### src/rtl/bcd_display_pkg.sv
// Shared types and helpers for the BCD accumulator display.
// Seven-segment table, FSM states and width helpers.
package bcd_display_pkg;

  typedef enum logic [1:0] {
    IDLE,
    CONV,
    OUT
  } state_t;

  localparam logic [6:0] SEG7 [10] = '{
    7'h3F, 7'h06, 7'h5B, 7'h4F, 7'h66,
    7'h6D, 7'h7D, 7'h07, 7'h7F, 7'h6F
  };

  function automatic logic [6:0] seg7_enc(
    input logic [3:0] n
  );
    return (n < 4'd10) ? SEG7[n] : 7'h00;
  endfunction

  function automatic int pow10(input int d);
    int p;
    p = 1;
    for (int i = 0; i < d; i++) p = p * 10;
    return p;
  endfunction

  function automatic int acc_w_of(input int d);
    return $clog2(pow10(d));
  endfunction

  function automatic int max_of(input int d);
    return pow10(d) - 1;
  endfunction

endpackage

### src/rtl/bcd_accum_display_if.sv
// Valid/ready stream with one sideband bit.
// user carries s_clear on input, m_ovf on output.
interface bcd_accum_display_if #(
  parameter int W = 8
);
  logic         valid;
  logic         ready;
  logic [W-1:0] data;
  logic         user;

  modport master (
    output valid,
    output data,
    output user,
    input  ready
  );

  modport slave (
    input  valid,
    input  data,
    input  user,
    output ready
  );
endinterface

### src/rtl/bin2bcd_serial.sv
// Serial shift-add-3 binary to BCD converter.
// bcd_nxt is the value after the current cycle's shift.
module bin2bcd_serial
  import bcd_display_pkg::*;
#(
  parameter int ACC_W  = 14,
  parameter int DIGITS = 4
) (
  input  logic                  clk,
  input  logic                  rstn,
  input  logic                  start,
  input  logic [ACC_W-1:0]      bin,
  output logic                  busy,
  output logic                  done,
  output logic [DIGITS*4-1:0]   bcd_nxt
);

  localparam int CW = $clog2(ACC_W + 1);
  localparam int DW = DIGITS * 4;

  logic [ACC_W-1:0] sr;
  logic [DW-1:0]    bcd;
  logic [DW-1:0]    adj;
  logic [CW-1:0]    cnt;

  always_comb begin
    adj = '0;
    for (int i = 0; i < DIGITS; i++) begin
      if (bcd[4*i+:4] >= 4'd5)
        adj[4*i+:4] = bcd[4*i+:4] + 4'd3;
      else
        adj[4*i+:4] = bcd[4*i+:4];
    end
  end

  // top nibble never overflows: value fits in DIGITS digits
  assign bcd_nxt = (adj << 1) | DW'(sr[ACC_W-1]);
  assign busy    = (cnt != '0);
  assign done    = (cnt == CW'(1));

  always_ff @(posedge clk or negedge rstn) begin
    if (!rstn) begin
      sr  <= '0;
      bcd <= '0;
      cnt <= '0;
    end else if (start) begin
      sr  <= bin;
      bcd <= '0;
      cnt <= CW'(ACC_W);
    end else if (busy) begin
      sr  <= sr << 1;
      bcd <= bcd_nxt;
      cnt <= cnt - CW'(1);
    end
  end

endmodule

### src/rtl/bcd_accum_display.sv
// Saturating stream accumulator shown as seven-segment digits.
// Define BCD_ACCUM_BLANK_LZ_EN to blank leading zeros.
module bcd_accum_display
  import bcd_display_pkg::*;
#(
  parameter int WIDTH  = 8,
  parameter int DIGITS = 4
) (
  input logic                  clk,
  input logic                  rstn,
  bcd_accum_display_if.slave   s,
  bcd_accum_display_if.master  m
);

  localparam int ACC_W = acc_w_of(DIGITS);
  localparam int MAX   = max_of(DIGITS);
  localparam int SW    =
    ((ACC_W > WIDTH) ? ACC_W : WIDTH) + 1;
  localparam logic [SW-1:0] MAX_W = SW'(MAX);

  state_t                   state;
  logic [ACC_W-1:0]         sum;
  logic [ACC_W-1:0]         sum_new;
  logic [SW-1:0]            nxt;
  logic                     sat;
  logic                     accept;
  logic                     ovf;
  logic                     valid_q;
  logic                     busy;
  logic                     done;
  logic [DIGITS*4-1:0]      bcd;
  logic [DIGITS-1:0][6:0]   seg;
  logic [DIGITS-1:0][6:0]   seg_q;

  assign s.ready = (state == IDLE);
  assign accept  = s.valid && s.ready;

  assign nxt     = (s.user ? '0 : SW'(sum)) + SW'(s.data);
  assign sat     = (nxt > MAX_W);
  assign sum_new = sat ? ACC_W'(MAX) : nxt[ACC_W-1:0];

  bin2bcd_serial #(
    .ACC_W  (ACC_W),
    .DIGITS (DIGITS)
  ) u_conv (
    .clk     (clk),
    .rstn    (rstn),
    .start   (accept),
    .bin     (sum_new),
    .busy    (busy),
    .done    (done),
    .bcd_nxt (bcd)
  );

`ifdef BCD_ACCUM_BLANK_LZ_EN
  always_comb begin
    logic lead;
    lead = 1'b1;
    seg  = '0;
    for (int i = DIGITS - 1; i >= 0; i--) begin
      if (lead && (bcd[4*i+:4] == 4'd0) && (i != 0)) begin
        seg[i] = 7'h00;
      end else begin
        lead   = 1'b0;
        seg[i] = seg7_enc(bcd[4*i+:4]);
      end
    end
  end
`else
  always_comb begin
    seg = '0;
    for (int i = 0; i < DIGITS; i++)
      seg[i] = seg7_enc(bcd[4*i+:4]);
  end
`endif

  always_ff @(posedge clk or negedge rstn) begin
    if (!rstn) begin
      state   <= IDLE;
      sum     <= '0;
      ovf     <= 1'b0;
      valid_q <= 1'b0;
      seg_q   <= '0;
    end else begin
      unique case (state)
        IDLE: begin
          if (accept) begin
            sum   <= sum_new;
            state <= CONV;
            if (sat)
              ovf <= 1'b1;
            else if (s.user)
              ovf <= 1'b0;
          end
        end
        CONV: begin
          if (done) begin
            state   <= OUT;
            valid_q <= 1'b1;
            seg_q   <= seg;
          end else if (!busy) begin
            state <= IDLE;
          end
        end
        OUT: begin
          if (m.ready) begin
            state   <= IDLE;
            valid_q <= 1'b0;
          end
        end
        default: state <= IDLE;
      endcase
    end
  end

  assign m.valid = valid_q;
  assign m.data  = seg_q;
  assign m.user  = ovf;

endmodule

### src/flat_wrapper.sv
// flat-port wrapper written by rule: the top's interface ports become plain ports
module bcd_accum_display_flat import bcd_display_pkg::*;
#(
  parameter int WIDTH  = 8,
  parameter int DIGITS = 4
)
  (clk, rstn, s_valid, s_data, s_user, s_ready, m_valid, m_data, m_user, m_ready);
  bcd_accum_display_if #(.W(WIDTH)) s_i ();
  bcd_accum_display_if #(.W((DIGITS * 7))) m_i ();
  input logic clk;
  input logic rstn;
  input wire logic [$bits(s_i.valid)-1:0] s_valid;
  input wire logic [$bits(s_i.data)-1:0] s_data;
  input wire logic [$bits(s_i.user)-1:0] s_user;
  output wire logic [$bits(s_i.ready)-1:0] s_ready;
  output wire logic [$bits(m_i.valid)-1:0] m_valid;
  output wire logic [$bits(m_i.data)-1:0] m_data;
  output wire logic [$bits(m_i.user)-1:0] m_user;
  input wire logic [$bits(m_i.ready)-1:0] m_ready;
  assign s_i.valid = s_valid;
  assign s_i.data = s_data;
  assign s_i.user = s_user;
  assign s_ready = s_i.ready;
  assign m_valid = m_i.valid;
  assign m_data = m_i.data;
  assign m_user = m_i.user;
  assign m_i.ready = m_ready;
  bcd_accum_display #(.WIDTH(WIDTH), .DIGITS(DIGITS)) u_core (.clk(clk), .rstn(rstn), .s(s_i), .m(m_i));
endmodule
### config.mk
export PLATFORM = sky130hd
export DESIGN_NAME = bcd_accum_display_flat
export DESIGN_NICKNAME = d
export VERILOG_FILES = /design/src/rtl/bcd_display_pkg.sv /design/src/rtl/bcd_accum_display_if.sv /design/src/rtl/bin2bcd_serial.sv /design/src/rtl/bcd_accum_display.sv /design/src/flat_wrapper.sv
export SDC_FILE = /design/constraint.sdc
export NUM_CORES = 1
export LEC_CHECK = 0
export CORE_UTILIZATION = 59
export DETAILED_ROUTE_END_ITERATION = 10
export GPL_TIMING_DRIVEN = 0
export PLACE_DENSITY = 0.83
export SLEW_MARGIN = 20
export SYNTH_ARGS = -nofsm -noshare
export SYNTH_HDL_FRONTEND = slang
export SYNTH_SLANG_ARGS = --single-unit
### constraint.sdc
create_clock -name clk -period 3.8 [get_ports clk]
set_clock_uncertainty 0.05 [all_clocks]
set_input_delay 1.14 -clock clk [delete_from_list [all_inputs] [get_ports clk]]
set_output_delay 1.14 -clock clk [all_outputs]
set_load 0.05 [all_outputs]
==> metrics.txt <==
status complete, no violations; HPWL Detailed 8.17 mm; Starting DRT DRC Count 154; antenna viol nets, final 0; final wirelength 11.2 mm; FF-to-FF setup slack 0.92 ns; synth warn 0; Most used DFF post-synth dfrtp_1; Max Cap Viol 0; DR WL/cell 15.8 um; combinational share of power 61.6%; fmax 0.279 GHz; Fin Setup TNS 0 ns; Setup WS pre-CTS -0.970 ns; Post-synth EDFFs 0; Yosys reg bits 80; CP arrival 3.77 ns; Ports 44; Nets 660; crit path from s_data[0]; hold-fix buffers at CTS 0; RSZ-0062 raised after global routing false; layout cells sized above 1 11.1%; Final Setup Violations 0; IO Port Bufs 43; first-pass GRT wire length 18.5 mm; total CTS buffers 9; total core area 8260 sq um; vias in the first global route 4029; Core Rows 33; clock sinks 80; area growth from synthesis to layout 17.8%; RR Startpoint u_core.sum[0]; Setup crit end kind flip-flop; CTS HTree Levels 3; minimum clock period 3.58 ns; die area 8970 sq um; Yosys top cell area share 39.5%; leakage 0.00280 uW; worst hold path class flip-flop to flip-flop; syn_area_per_cell 9.35 sq um; global route overflow 0; Via Count 4110; Clock transition at path regs 0.07 ns; utilization after layout 72.3%; cell with the most instances after synthesis dfrtp_1; Syn Nets 599; Final Wtd Congestion 0.903; final hold vios 0; GR Util All Layers 26.7%; post-synthesis sequential area ratio 39.5%; sw frac 48.1%; Slew @ Worst Pin 0.638 ns; Initial Utilization 61.4%; power density cells 948 nW/um^2; First-pass DRT Iterations 5; Async SR Flop Fraction 100%; CTS tree built; clk_lat worst skew 0.35 ns; power share of the clock group 11.9%; ranking of synthesized cells by area dfrtp_1, ha_1, a21oi_1, nand2_1, nor2_1; antenna violations before repair 0; CP Capture Point u_core.sum[6]; largest fanout on the critical path 7; worst vdd ir 0.000349 V; ant diodes 0; final worst slack 0.217 ns; sequential power share 26.5%; root buffer cell clkbuf_8; largest net degree at the start of global routing 45; # DRC 0; required time of the critical path 3.99 ns; worst-case clock buffer depth 2; relative slew slack 57.2%; worst hold slack 0.430 ns; Synth Instances 542; Worst Path Class, Setup input port to flip-flop; Startpoint Class input port; synth unique cells 66; Vias/cell 5.78; Crit Reg-Reg Endpoint u_core.sum[6]; Tcrit/Tclk final 94.3%; internal power 2940 uW; Commonest cells post-synth dfrtp_1, nand2_1, nor2_1; switching power total 2720 uW; Final Max Slew Viols 0; Die Ht 94.7 um; Netlist Area Pre-Place 5070 sq um; die span in x 94.7 um; Yosys top cell by area dfrtp_1; cells on worst reg2reg path 13
-- per-stage QoR --
stage | instance area (sq um) | cells | total power, uW
4_1_cts | 5920 | 706 | 5630
6_report | 5970 | 711 | 5660
2_1_floorplan | 5070 | 542 | 4010
3_5_place_dp | 5650 | 691 | 4890
3_3_place_gp | 5630 | 690 | 4710
5_1_grt | 5970 | 711 | 6140
-- layer usage --
layer  vias up  share of wire [%]  GRT usage, %
li1       2020                  -             -
met5         -                  0             0
met1      1969                 43          32.1
met2        96                 51          47.2
met4         0                2.7          11.6
met3        25                3.2          3.70
-- placed cells by master (no fill, tap or decap), types with 3 or more instances in the layout --
master	synthesis	layout
a211o_1	4	4
nand2b_1	11	11
or3_1	3	3
a32oi_1	5	4
clkbuf_8	0	11
o211ai_1	3	3
or2_2	3	3
o2bb2ai_1	3	3
a211oi_1	12	12
nor2_1	55	55
a21oi_1	46	45
and2_1	3	3
dfrtp_1	80	80
nand3_1	3	3
clkdlybuf4s50_1	0	41
o21ai_0	35	35
nor2b_1	12	12
buf_6	3	4
nor3b_1	9	9
nand2_1	59	59
and3_1	4	4
buf_4	1	7
ha_1	43	42
a21o_1	12	12
inv_1	28	28
a311oi_1	4	4
a31oi_1	4	4
mux2_2	4	4
a21oi_2	4	4
clkbuf_1	16	15
mux2i_1	13	13
xnor2_1	10	10
xor2_1	3	3
o21a_1	3	3
a22o_1	6	6
-- state kept, by name (all words and copies together) (netlist names) --
name / cells
u_core.state: 2
u_core.sum: 14
u_core.u_conv.cnt: 4
u_core.m.user: 1
u_core.u_conv.bcd: 16
u_core.m.valid: 1
u_core.u_conv.sr: 14
u_core.m.data: 28
-- worst min path at each step --
stage | from | to | slack (ns) | cells past startpoint
floorplan | u_core.state[1] | u_core.state[0] | 0.39 | 1
global placement | u_core.m.data[23] | u_core.m.data[23] | 0.41 | 1
detailed placement | u_core.m.data[9] | u_core.m.data[9] | 0.42 | 1
CTS | u_core.m.data[9] | u_core.m.data[9] | 0.43 | 1
global route | u_core.m.data[27] | u_core.m.data[27] | 0.45 | 1
finish | u_core.m.data[17] | u_core.m.data[17] | 0.43 | 2
-- power by group through the flow --
| stage | clock, uW | sequential, uW | combinational [uW] |
|---|---|---|---|
| final | 672 | 1500 | 3490 |
| after global placement | 0 | 1480 | 3230 |
| after floorplan | 0 | 1930 | 2090 |
| after global routing | 716 | 1550 | 3870 |
| after CTS | 681 | 1500 | 3450 |
| after detailed placement | 0 | 1510 | 3380 |
-- cells by family (layout without fill, tap and decap cells) --
| group | after synthesis | count (layout) | share of synthesized area, % |
|---|---|---|---|
| xor+xnor | 14 | 14 | 2.79 |
| mux | 17 | 17 | 3.46 |
| compound gates | 165 | 165 | 22.9 |
| fa+ha+maj | 44 | 44 | 11.0 |
| flops | 80 | 80 | 39.5 |
| buf+inv | 50 | 114 | 4.25 |
| simple gates | 172 | 172 | 16.1 |
-- final cells by class --
cell class / instances / area, sq um
Multi-Input combinational cell: 412 / 2910
Inverter: 28 / 105
Buffer: 22 / 120
Clock buffer: 10 / 138
Fill cell: 632 / 2290
Tap cell: 105 / 131
Clock inverter: 4 / 70.1
Sequential cell: 80 / 2000
Timing Repair Buffer: 50 / 492
-- critical path, stage by stage --
cell	delay, ns
clkdlybuf4s50_1	0.42
ha_2	0.19
inv_1	0.07
fa_2	0.24
nor2b_4	0.06
o31a_4	0.37
buf_4	0.16
o22ai_2	0.20
o221ai_2	0.17
o211ai_2	0.28
a21oi_4	0.10
buf_6	0.15
a22o_2	0.22
-- what timing repair did --
item,4_1_cts,5_1_grt
gates resized for setup,11,7
endpoints found under the setup margin,29,22
buffers inserted,1,5
pin swaps,3,6
Power figures use the tool's default switching activity.
